## src/rtl/uart_rx_param_if.sv

```systemverilog
// Receiver-side bundle: serial line in, word/strobe/status out.
// master = receiver, slave = consumer that also drives the line.
interface uart_rx_param_if #(
  parameter int DATA_BITS = 8
);
  logic                 rx;
  logic [DATA_BITS-1:0] data;
  logic                 ready;
  logic                 frame_err;
  logic                 parity_err;
  logic                 busy;

  modport master (
    input  rx,
    output data,
    output ready,
    output frame_err,
    output parity_err,
    output busy
  );

  modport slave (
    output rx,
    input  data,
    input  ready,
    input  frame_err,
    input  parity_err,
    input  busy
  );
endinterface

```

## src/rtl/uart_rx_param.sv

```systemverilog
// Parametrised oversampling UART receiver with glitch rejection,
// parity/framing checks and break hold-off.
module uart_rx_param #(
  parameter int CLKS_PER_BIT = 16,
  parameter int DATA_BITS    = 8,
  parameter int PARITY       = 0,
  parameter int STOP_BITS    = 1
) (
  input logic              ipclk,
  input logic              rst,
  uart_rx_param_if.master  rx_if
);

  localparam int CW = $clog2(CLKS_PER_BIT);
  localparam logic [CW-1:0] HALF_T = CW'(CLKS_PER_BIT/2 - 1);
  localparam logic [CW-1:0] FULL_T = CW'(CLKS_PER_BIT - 1);
  localparam logic [3:0] LAST_D = 4'(DATA_BITS - 1);
  localparam logic [3:0] LAST_S = 4'(STOP_BITS - 1);
  localparam logic PAR_TGT = (PARITY == 1) ? 1'b1 : 1'b0;

  typedef enum logic [2:0] {
    S_IDLE,
    S_START,
    S_DATA,
    S_PARITY,
    S_STOP,
    S_BREAK
  } state_t;

  state_t               state_q, state_d;
  logic                 rx_s1_q;
  logic                 rx_s_q;
  logic [CW-1:0]        cnt_q, cnt_d;
  logic [3:0]           bit_q, bit_d;
  logic [DATA_BITS-1:0] shreg_q, shreg_d;
  logic                 ferr_acc_q, ferr_acc_d;
  logic                 perr_acc_q, perr_acc_d;
  logic [DATA_BITS-1:0] data_q, data_d;
  logic                 ready_q, ready_d;
  logic                 frame_err_q, frame_err_d;
  logic                 parity_err_q, parity_err_d;
  logic                 busy_q, busy_d;

  logic tick;
  logic last_data;
  logic last_stop;
  logic stop_done;
  logic ferr_fin;
  logic is_break;

  // Sample tick and end-of-field qualifiers
  always_comb begin
    tick = 1'b0;
    unique case (state_q)
      S_START:                  tick = (cnt_q == HALF_T);
      S_DATA, S_PARITY, S_STOP: tick = (cnt_q == FULL_T);
      default:                  tick = 1'b0;
    endcase
  end

  assign last_data = (bit_q == LAST_D);
  assign last_stop = (bit_q == LAST_S);
  assign stop_done = (state_q == S_STOP) && tick && last_stop;
  assign ferr_fin  = ferr_acc_q | ~rx_s_q;
  assign is_break  = ferr_fin && (shreg_q == '0);

  // State register, synchroniser and datapath flops
  always_ff @(posedge ipclk or posedge rst) begin
    if (rst) begin
      rx_s1_q      <= 1'b1;
      rx_s_q       <= 1'b1;
      state_q      <= S_IDLE;
      cnt_q        <= '0;
      bit_q        <= '0;
      shreg_q      <= '0;
      ferr_acc_q   <= 1'b0;
      perr_acc_q   <= 1'b0;
      data_q       <= '0;
      ready_q      <= 1'b0;
      frame_err_q  <= 1'b0;
      parity_err_q <= 1'b0;
      busy_q       <= 1'b0;
    end else begin
      rx_s1_q      <= rx_if.rx;
      rx_s_q       <= rx_s1_q;
      state_q      <= state_d;
      cnt_q        <= cnt_d;
      bit_q        <= bit_d;
      shreg_q      <= shreg_d;
      ferr_acc_q   <= ferr_acc_d;
      perr_acc_q   <= perr_acc_d;
      data_q       <= data_d;
      ready_q      <= ready_d;
      frame_err_q  <= frame_err_d;
      parity_err_q <= parity_err_d;
      busy_q       <= busy_d;
    end
  end

  // Next-state decode
  always_comb begin
    state_d = state_q;
    unique case (state_q)
      S_IDLE: begin
        if (!rx_s_q) state_d = S_START;
      end
      S_START: begin
        if (tick) state_d = rx_s_q ? S_IDLE : S_DATA;
      end
      S_DATA: begin
        if (tick && last_data)
          state_d = (PARITY != 0) ? S_PARITY : S_STOP;
      end
      S_PARITY: begin
        if (tick) state_d = S_STOP;
      end
      S_STOP: begin
        if (stop_done)
          state_d = is_break ? S_BREAK : S_IDLE;
      end
      S_BREAK: begin
        if (rx_s_q) state_d = S_IDLE;
      end
      default: state_d = S_IDLE;
    endcase
  end

  // Counters, shift register, error accumulation and outputs
  always_comb begin
    cnt_d        = cnt_q + 1'b1;
    bit_d        = bit_q;
    shreg_d      = shreg_q;
    ferr_acc_d   = ferr_acc_q;
    perr_acc_d   = perr_acc_q;
    data_d       = data_q;
    ready_d      = 1'b0;
    frame_err_d  = frame_err_q;
    parity_err_d = parity_err_q;
    busy_d       = 1'b0;

    if (state_d != state_q || tick ||
        state_q == S_IDLE || state_q == S_BREAK)
      cnt_d = '0;

    if (state_d != state_q)
      bit_d = '0;
    else if (tick)
      bit_d = bit_q + 1'b1;

    if (state_q == S_START) begin
      ferr_acc_d = 1'b0;
      perr_acc_d = 1'b0;
    end

    if (state_q == S_DATA && tick) begin
      for (int i = 0; i < DATA_BITS; i++) begin
        if (bit_q == 4'(i)) shreg_d[i] = rx_s_q;
      end
    end

    if (state_q == S_PARITY && tick)
      perr_acc_d = ((^shreg_q) ^ rx_s_q) != PAR_TGT;

    if (state_q == S_STOP && tick && !rx_s_q)
      ferr_acc_d = 1'b1;

    if (stop_done) begin
      ready_d      = 1'b1;
      data_d       = shreg_q;
      frame_err_d  = ferr_fin;
      parity_err_d = (PARITY != 0) ? perr_acc_q : 1'b0;
    end

    busy_d = (state_d == S_START) || (state_d == S_DATA) ||
             (state_d == S_PARITY) || (state_d == S_STOP);
  end

  assign rx_if.data       = data_q;
  assign rx_if.ready      = ready_q;
  assign rx_if.frame_err  = frame_err_q;
  assign rx_if.parity_err = parity_err_q;
  assign rx_if.busy       = busy_q;

endmodule

```

## src/flat_wrapper.sv

```systemverilog
// flat-port wrapper written by rule: the top's interface ports become plain ports
module uart_rx_param_flat 
#(
  parameter int CLKS_PER_BIT = 16,
  parameter int DATA_BITS    = 8,
  parameter int PARITY       = 0,
  parameter int STOP_BITS    = 1
)
  (ipclk, rst, rx_if_rx, rx_if_data, rx_if_ready, rx_if_frame_err, rx_if_parity_err, rx_if_busy);
  uart_rx_param_if #(.DATA_BITS(DATA_BITS)) rx_if_i ();
  input logic ipclk;
  input logic rst;
  input wire logic [$bits(rx_if_i.rx)-1:0] rx_if_rx;
  output wire logic [$bits(rx_if_i.data)-1:0] rx_if_data;
  output wire logic [$bits(rx_if_i.ready)-1:0] rx_if_ready;
  output wire logic [$bits(rx_if_i.frame_err)-1:0] rx_if_frame_err;
  output wire logic [$bits(rx_if_i.parity_err)-1:0] rx_if_parity_err;
  output wire logic [$bits(rx_if_i.busy)-1:0] rx_if_busy;
  assign rx_if_i.rx = rx_if_rx;
  assign rx_if_data = rx_if_i.data;
  assign rx_if_ready = rx_if_i.ready;
  assign rx_if_frame_err = rx_if_i.frame_err;
  assign rx_if_parity_err = rx_if_i.parity_err;
  assign rx_if_busy = rx_if_i.busy;
  uart_rx_param #(.CLKS_PER_BIT(CLKS_PER_BIT), .DATA_BITS(DATA_BITS), .PARITY(PARITY), .STOP_BITS(STOP_BITS)) u_core (.ipclk(ipclk), .rst(rst), .rx_if(rx_if_i));
endmodule
```

## config.mk

```make
export PLATFORM = sky130hd
export DESIGN_NAME = uart_rx_param_flat
export DESIGN_NICKNAME = d
export VERILOG_FILES = /design/src/rtl/uart_rx_param_if.sv /design/src/rtl/uart_rx_param.sv /design/src/flat_wrapper.sv
export SDC_FILE = /design/constraint.sdc
export NUM_CORES = 1
export LEC_CHECK = 0
export ABC_AREA = 1
export CORE_ASPECT_RATIO = 0.8
export CORE_MARGIN = 5
export CORE_UTILIZATION = 40
export CTS_BUF_LIST = sky130_fd_sc_hd__clkbuf_4 sky130_fd_sc_hd__clkbuf_8 sky130_fd_sc_hd__clkbuf_16
export CTS_CLUSTER_DIAMETER = 50
export DETAILED_ROUTE_END_ITERATION = 16
export DONT_BUFFER_PORTS = 1
export GPL_ROUTABILITY_DRIVEN = 0
export PLACE_DENSITY_LB_ADDON = 0.25
export SYNTH_ARGS = -nofsm -noshare
export SYNTH_HDL_FRONTEND = slang
export SYNTH_SLANG_ARGS = --single-unit
export TNS_END_PERCENT = 100
```

## constraint.sdc

```tcl
create_clock -name ipclk -period 1.9 [get_ports ipclk]
set_clock_uncertainty 0.05 [all_clocks]
set_input_delay 0.38 -clock ipclk [delete_from_list [all_inputs] [get_ports ipclk]]
set_output_delay 0.38 -clock ipclk [all_outputs]
set_load 0.03 [all_outputs]
```

==> flow_summary.yaml, run 1 <==
global_route:
  grt_overflow: 0
  grt_pass1_vias: 1242
  grt_pass1_wl_mm: 5.87
  track_usage_pct: 12.6
  antenna_found_initial: 0
  grt_max_degree: 34
synthesis:
  synth.ff_latch_count: 33
  synth_cell_types: 35
  yosys_warnings: 0
  synth_cells: 196
  avgSynthCellArea_um2: 8.91
  yosysSeqAreaShare_pct: 47.5
  synth_nets: 204
  synth_area_mm2: 0.00175
drt:
  routed_wl_mm: 3.66
  first_iter_violations: 79
  drc: 0
  viasPerCell: 4.65
  vias: 1296
  first_pass_iters: 4
  ant_nets: 0
  wl_per_cell_um: 13.1
die:
  start_util_pct: 41.5
  die-area_mm2: 0.00579
  die_w_um: 83.9
  io_pins: 15
  rows: 21
  dieHeight_um: 69.1
  core-area_mm2: 0.00420
status:
  outcome: "finished clean"
critical_path:
  r2r-start: "u_core.state_q[1]"
  critPathKind: "flip-flop to flip-flop"
  worst_path_largest_cell_delay_ns: 0.47
  cp_max_fo: 6
  cp-startpoint: "u_core.state_q[1]"
  required_ns: 2.07
  critPathLaunchType: "flip-flop"
  cp_slowest_cell: "dfrtp_2"
  endpoint_kind: "flip-flop"
  crit_chain: "inv_2 > nand3_4 > buf_4 > a21oi_1 > nand4_1 > nand2_1 > nor2_1 > nand3_2 > nand4_4 > nor2_2"
  cp_data_arrival_time_ns: 2.01
clock_tree:
  clkTransAtPathRegs_ns: 0.07
  cts.sinks: 33
  clockBufferDepth: 2
  cts_root_buf: "clkbuf_8"
  h-tree-depth: 2
  clk_latency_ns: 0.28
  postCtsHoldBufs: 0
  cts_tree: "built"
  cts_made_buffers: 5
timing:
  setup_viol: 0
  hold_viol: 0
  finalCritPeriodShare_pct: 96.8
  fmax_ghz: 0.544
  rsz0062_at_grt: "yes"
  period_minus_slack_ns: 1.84
  slew_viol_final: 0
finish:
  drive_gt1_share_pct: 35.1
  area_growth_pct: 25.0
  nets: 229
  n_antenna_cell: 0
  fin_cells: 279
hold_path:
  min_path_type: "primary input to asynchronous set/reset pin"
job:
  max_cap_viol_count: 0
placement:
  dp.cells: 256
  hpwlAfterDp_mm: 2.41
  port_buffers: 0
power:
  power_density_mw_per_mm2: 739
  leakagePower_nw: 1.05
  p_total_mw: 1.61
  vdd_drop_max_mv: 0.329
==> layer usage <==
| layer | global-route usage, % | wire, µm | vias to the layer above | part of all wire (%) |
|---|---|---|---|---|
| met5 | 0 | 0 | - | 0 |
| met4 | 4.29 | 30 | 0 | 0.82 |
| met3 | 4.29 | 183 | 4 | 5.0 |
| met2 | 18.4 | 1670 | 29 | 46 |
| met1 | 17.3 | 1780 | 588 | 49 |
| li1 | - | - | 675 | - |
==> synthesized netlist by cell type <==
master | count | share of area (%)
dlygate4sd1_1 | 1 | 0.50
xor2_1 | 4 | 2.0
nand4_4 | 1 | 1.2
nor2_8 | 1 | 1.1
o21ai_0 | 9 | 2.6
nor3_4 | 1 | 0.93
and2_2 | 1 | 0.43
xnor2_1 | 1 | 0.50
clkbuf_1 | 1 | 0.21
inv_4 | 1 | 0.36
nand3_4 | 1 | 1.0
clkinv_2 | 1 | 0.29
conb_1 | 1 | 0.21
dfrtp_1 | 31 | 44
nand3_2 | 4 | 2.3
nor2_2 | 6 | 2.2
o211ai_2 | 1 | 0.72
nand2_2 | 11 | 3.9
buf_6 | 1 | 0.65
nor2_4 | 1 | 0.65
a32o_1 | 1 | 0.57
inv_2 | 2 | 0.43
dfstp_2 | 2 | 3.0
nor4_1 | 1 | 0.36
o21ai_1 | 7 | 2.0
nor3_1 | 1 | 0.29
nand2_1 | 42 | 9.0
nor2_1 | 14 | 3.0
a21oi_1 | 2 | 0.57
buf_4 | 1 | 0.43
inv_1 | 21 | 4.5
ha_1 | 5 | 3.6
nand4_2 | 1 | 0.72
nand4_1 | 5 | 1.8
nand3_1 | 12 | 3.4
==> through the flow <==
stage / utilization, % / setup TNS (ns) / setup WS (ns) / cell area, µm² / hold slack [ns]
floorplan: - / 0 / 0.264 / 1750 / 0.295
global placement: 43.7 / 0 / 0.119 / 1840 / 0.297
detailed placement: 43.7 / 0 / 0.0340 / 1840 / 0.299
CTS: 46.6 / 0 / 0.0256 / 1960 / 0.0301
global route: 51.9 / -0.632 / -0.0705 / 2180 / 0.0175
finish: 51.9 / 0 / 0.0610 / 2180 / 0.0277
==> final cells by class <==
type,instances,area [µm²]
flip-flops and latches,33,831
clock inverters,1,30.0
fillers,386,2020
multi-input cells,134,875
repair buffers,22,188
clock buffers,7,90.1
inverters,25,97.6
well taps,57,71.3
==> what timing repair did <==
item,in CTS,in global routing
setup endpoints to repair,0,16
buffers inserted,0,15
hold endpoints to repair,0,0
gates resized for setup,0,28
==> where the power goes <==
group          internal (mW)  switching [mW]
Combinational         0.0679           0.109
Clock                  0.442           0.250
Sequential             0.721          0.0219
==> cell families after synthesis <==
logic type	count (synthesis)	share of synthesized area, %
and+or+nand+nor	103	32.4
DFF	33	47.5
buffers and inverters	29	7.38
AOI/OAI and AO/OA	20	6.45
xor gates and xnor gates	5	2.51
adders and majority gates	5	3.58
other	1	0.215
==> final timing paths <==
kind                                   endpoint  slack (ns)  depth (start not counted)
max reg2reg                     u_core.cnt_q[3]        0.06                         10
min reg2reg                       u_core.rx_s_q        0.31                          0
max                             u_core.cnt_q[3]        0.06                         10
min in group ipclk               u_core.rx_s1_q        0.04                          0
min                        u_core.rx_if.data[3]        0.03                          2
max in group asynchronous         u_core.rx_s_q        1.44                          2
==> worst max-delay path, delay by kind of cell (launching register included) <==
| family | cells | cell delay, ns |
|---|---|---|
| AND/OR/NAND/NOR | 7 | 0.80 |
| flip-flops | 1 | 0.47 |
| AO/OA/AOI/OAI | 1 | 0.20 |
| buffers and inverters | 2 | 0.26 |
==> registers in the layout, summed over array words and instances, names as in the netlist <==
name / flops
u_core.rx_if.data: 8
u_core.state_q: 3
u_core.rx_if.ready: 1
u_core.rx_s1_q: 1
u_core.cnt_q: 4
u_core.rx_if.busy: 1
u_core.rx_s_q: 1
u_core.ferr_acc_q: 1
u_core.shreg_q: 8
u_core.bit_q: 4
u_core.rx_if.frame_err: 1
==> cell usage in the layout (no fill, tap or decap), types with 2 or more instances in the layout <==
master / Yosys / final
dfstp_2: 2 / 2
ha_1: 5 / 4
buf_6: 1 / 6
nor2_1: 14 / 11
nand4_4: 1 / 2
nor2_2: 6 / 8
nand2_1: 42 / 40
nor2_4: 1 / 2
o21ai_0: 9 / 9
nand3_1: 12 / 8
a21oi_1: 2 / 2
inv_2: 2 / 3
o21ai_1: 7 / 7
nand3_2: 4 / 7
dfrtp_1: 31 / 29
dfrtp_2: 0 / 2
clkbuf_8: 0 / 6
nand3_4: 1 / 2
nand4_1: 5 / 5
inv_1: 21 / 20
nand2_4: 0 / 6
buf_4: 1 / 16
nand2_2: 11 / 7
xor2_1: 4 / 4
Power figures use the tool's default switching activity.
==> run 2, diff against run 1 <==
CELL_PAD_IN_SITES_DETAIL_PLACEMENT = 0   (was not set)
CELL_PAD_IN_SITES_GLOBAL_PLACEMENT = 2   (was not set)
CORE_UTILIZATION = 38   (was 40)
==> run 2 against run 1 <==
Compared with the run above: maximum frequency is 3.4% higher; flip-flop and latch count is the same; critical path type unchanged; largest cell class is now sequential cells; register-to-register slack improved by 0.06 ns; wire length up 1.2%; sequential share of layout area is 2.8 points higher; cell count decreased by 1.1%; largest power group unchanged; combinational power down 17%.
==> flow_summary.yaml, run 2 (synthesis results as in run 1) <==
status:
  outcome: "finished clean"
critical_path:
  r2r_setup_slack_ns: 0.12
  endpoint_kind: "flip-flop"
  r2r_cells: 10
  required_ns: 2.02
  cp_data_arrival_time_ns: 1.89
  cp_max_fo: 4
  worstSetupEndpoint: "u_core.cnt_q[2]"
  critPathLaunchType: "flip-flop"
  cp-startpoint: "u_core.state_q[1]"
  critPathKind: "flip-flop to flip-flop"
  r2r_end: "u_core.cnt_q[2]"
  r2r-start: "u_core.state_q[1]"
timing:
  slew_viol_final: 0
  period_minus_slack_ns: 1.78
  setup_viol: 0
  fmax_ghz: 0.562
  hold-worst-slack_ns: 0.0243
  hold_viol: 0
  setup_tns_ns: 0
  finalCritPeriodShare_pct: 93.6
  finalWorstSetupSlack_ns: 0.121
global_route:
  grt_util_met1_pct: 18.5
  met2_usage_pct: 19.7
  track_usage_pct: 13.5
  grt_overflow: 0
  top_usage_layer: "met2"
  use_met3_pct: 3.96
  grt_max_degree: 34
  grt_pass1_wl_mm: 6.41
  grt_pass1_vias: 1336
  antenna_found_initial: 0
drt:
  first_iter_violations: 92
  drc: 0
  viasPerCell: 4.76
  vias: 1314
  routed_wl_mm: 3.71
  wl_per_cell_um: 13.4
  ant_nets: 0
  first_pass_iters: 4
placement:
  hpwlAfterDp_mm: 2.82
  port_buffers: 0
  dp_slack_ns: 0.0504
  dp.cells: 263
die:
  start_util_pct: 38.7
  die-area_mm2: 0.00606
  core-area_mm2: 0.00451
  rows: 22
  die_w_um: 85.8
  io_pins: 15
  dieHeight_um: 70.6
finish:
  mostFrequentLayoutCell: "nand2_1"
  final_cell_mix: "nand2_1, dfrtp_1, inv_1"
  fin_cells: 276
  nets: 223
  ff_latch_area_um2: 830
  drive_gt1_share_pct: 30.6
  nFillCells: 465
  area_growth_pct: 16.4
  multiInputGateArea_um2: 812
  n_antenna_cell: 0
clock_tree:
  clk_latency_ns: 0.28
  cts.sinks: 33
  cts_root_buf: "clkbuf_8"
  cts_made_buffers: 5
  cts_tree: "built"
  postCtsHoldBufs: 0
  h-tree-depth: 2
  clockBufferDepth: 2
  clkTransAtPathRegs_ns: 0.07
power:
  leakagePower_nw: 0.957
  p_total_mw: 1.46
  vdd_drop_max_mv: 0.334
  power_density_mw_per_mm2: 717
job:
  max_cap_viol_count: 0
hold_path:
  min_path_type: "primary input to asynchronous set/reset pin"
## run 2: layout make-up
class	instances	share of cell area, %
sequential	33	40.8
multi-input combinational	134	40.0
timing repair buffer	16	5.91
clock buffer	8	4.80
inverter	25	4.80
tap	60	3.69
## run 2: stage by stage
step | area, µm² | utilization, %
2_1_floorplan | 1750 | -
3_3_place_gp | 1870 | 41.5
6_report | 2030 | 45.0
4_1_cts | 1970 | 43.6
5_1_grt | 2030 | 45.0
3_5_place_dp | 1870 | 41.5
## run 2: worst max-delay path: stages (launching register included)
cell and delay, ns:
dfrtp_2 0.44, buf_4 0.16, nand2_2 0.09, buf_4 0.14
nor2_1 0.05, nand4_1 0.11, nand2_1 0.07, nor2_1 0.19
nand3_2 0.16, nand4_4 0.17, nor2_2 0.04
## run 2: routing by layer
layer,wire length [µm],part of all wire [%]
met1,1900,51
met2,1580,43
met3,152,4.1
met4,75,2.0
met5,0,0
## run 2: power breakdown
part	leakage [nW]	internal (mW)	switching, mW
logic	0.464	0.0481	0.0991
registers	0.441	0.720	0.0188
clock network	0.0523	0.324	0.248
## run 2: timing repair
item,4_1_cts,5_1_grt
endpoints found under the hold margin,0,0
setup buffers,0,5
endpoints found under the setup margin,0,16
resized for setup,0,7
## run 2: worst min-delay path by stage
stage / from / to / slack, ns / cells past startpoint
floorplan: u_core.rx_s1_q / u_core.rx_s_q / 0.30 / 0
global placement: u_core.rx_s1_q / u_core.rx_s_q / 0.30 / 0
detailed placement: u_core.rx_s1_q / u_core.rx_s_q / 0.30 / 0
CTS: rst / u_core.rx_if.data[1] / 0.03 / 2
global route: rx_if_rx / u_core.rx_s1_q / 0.03 / 0
finish: rst / u_core.rx_if.data[1] / 0.02 / 2
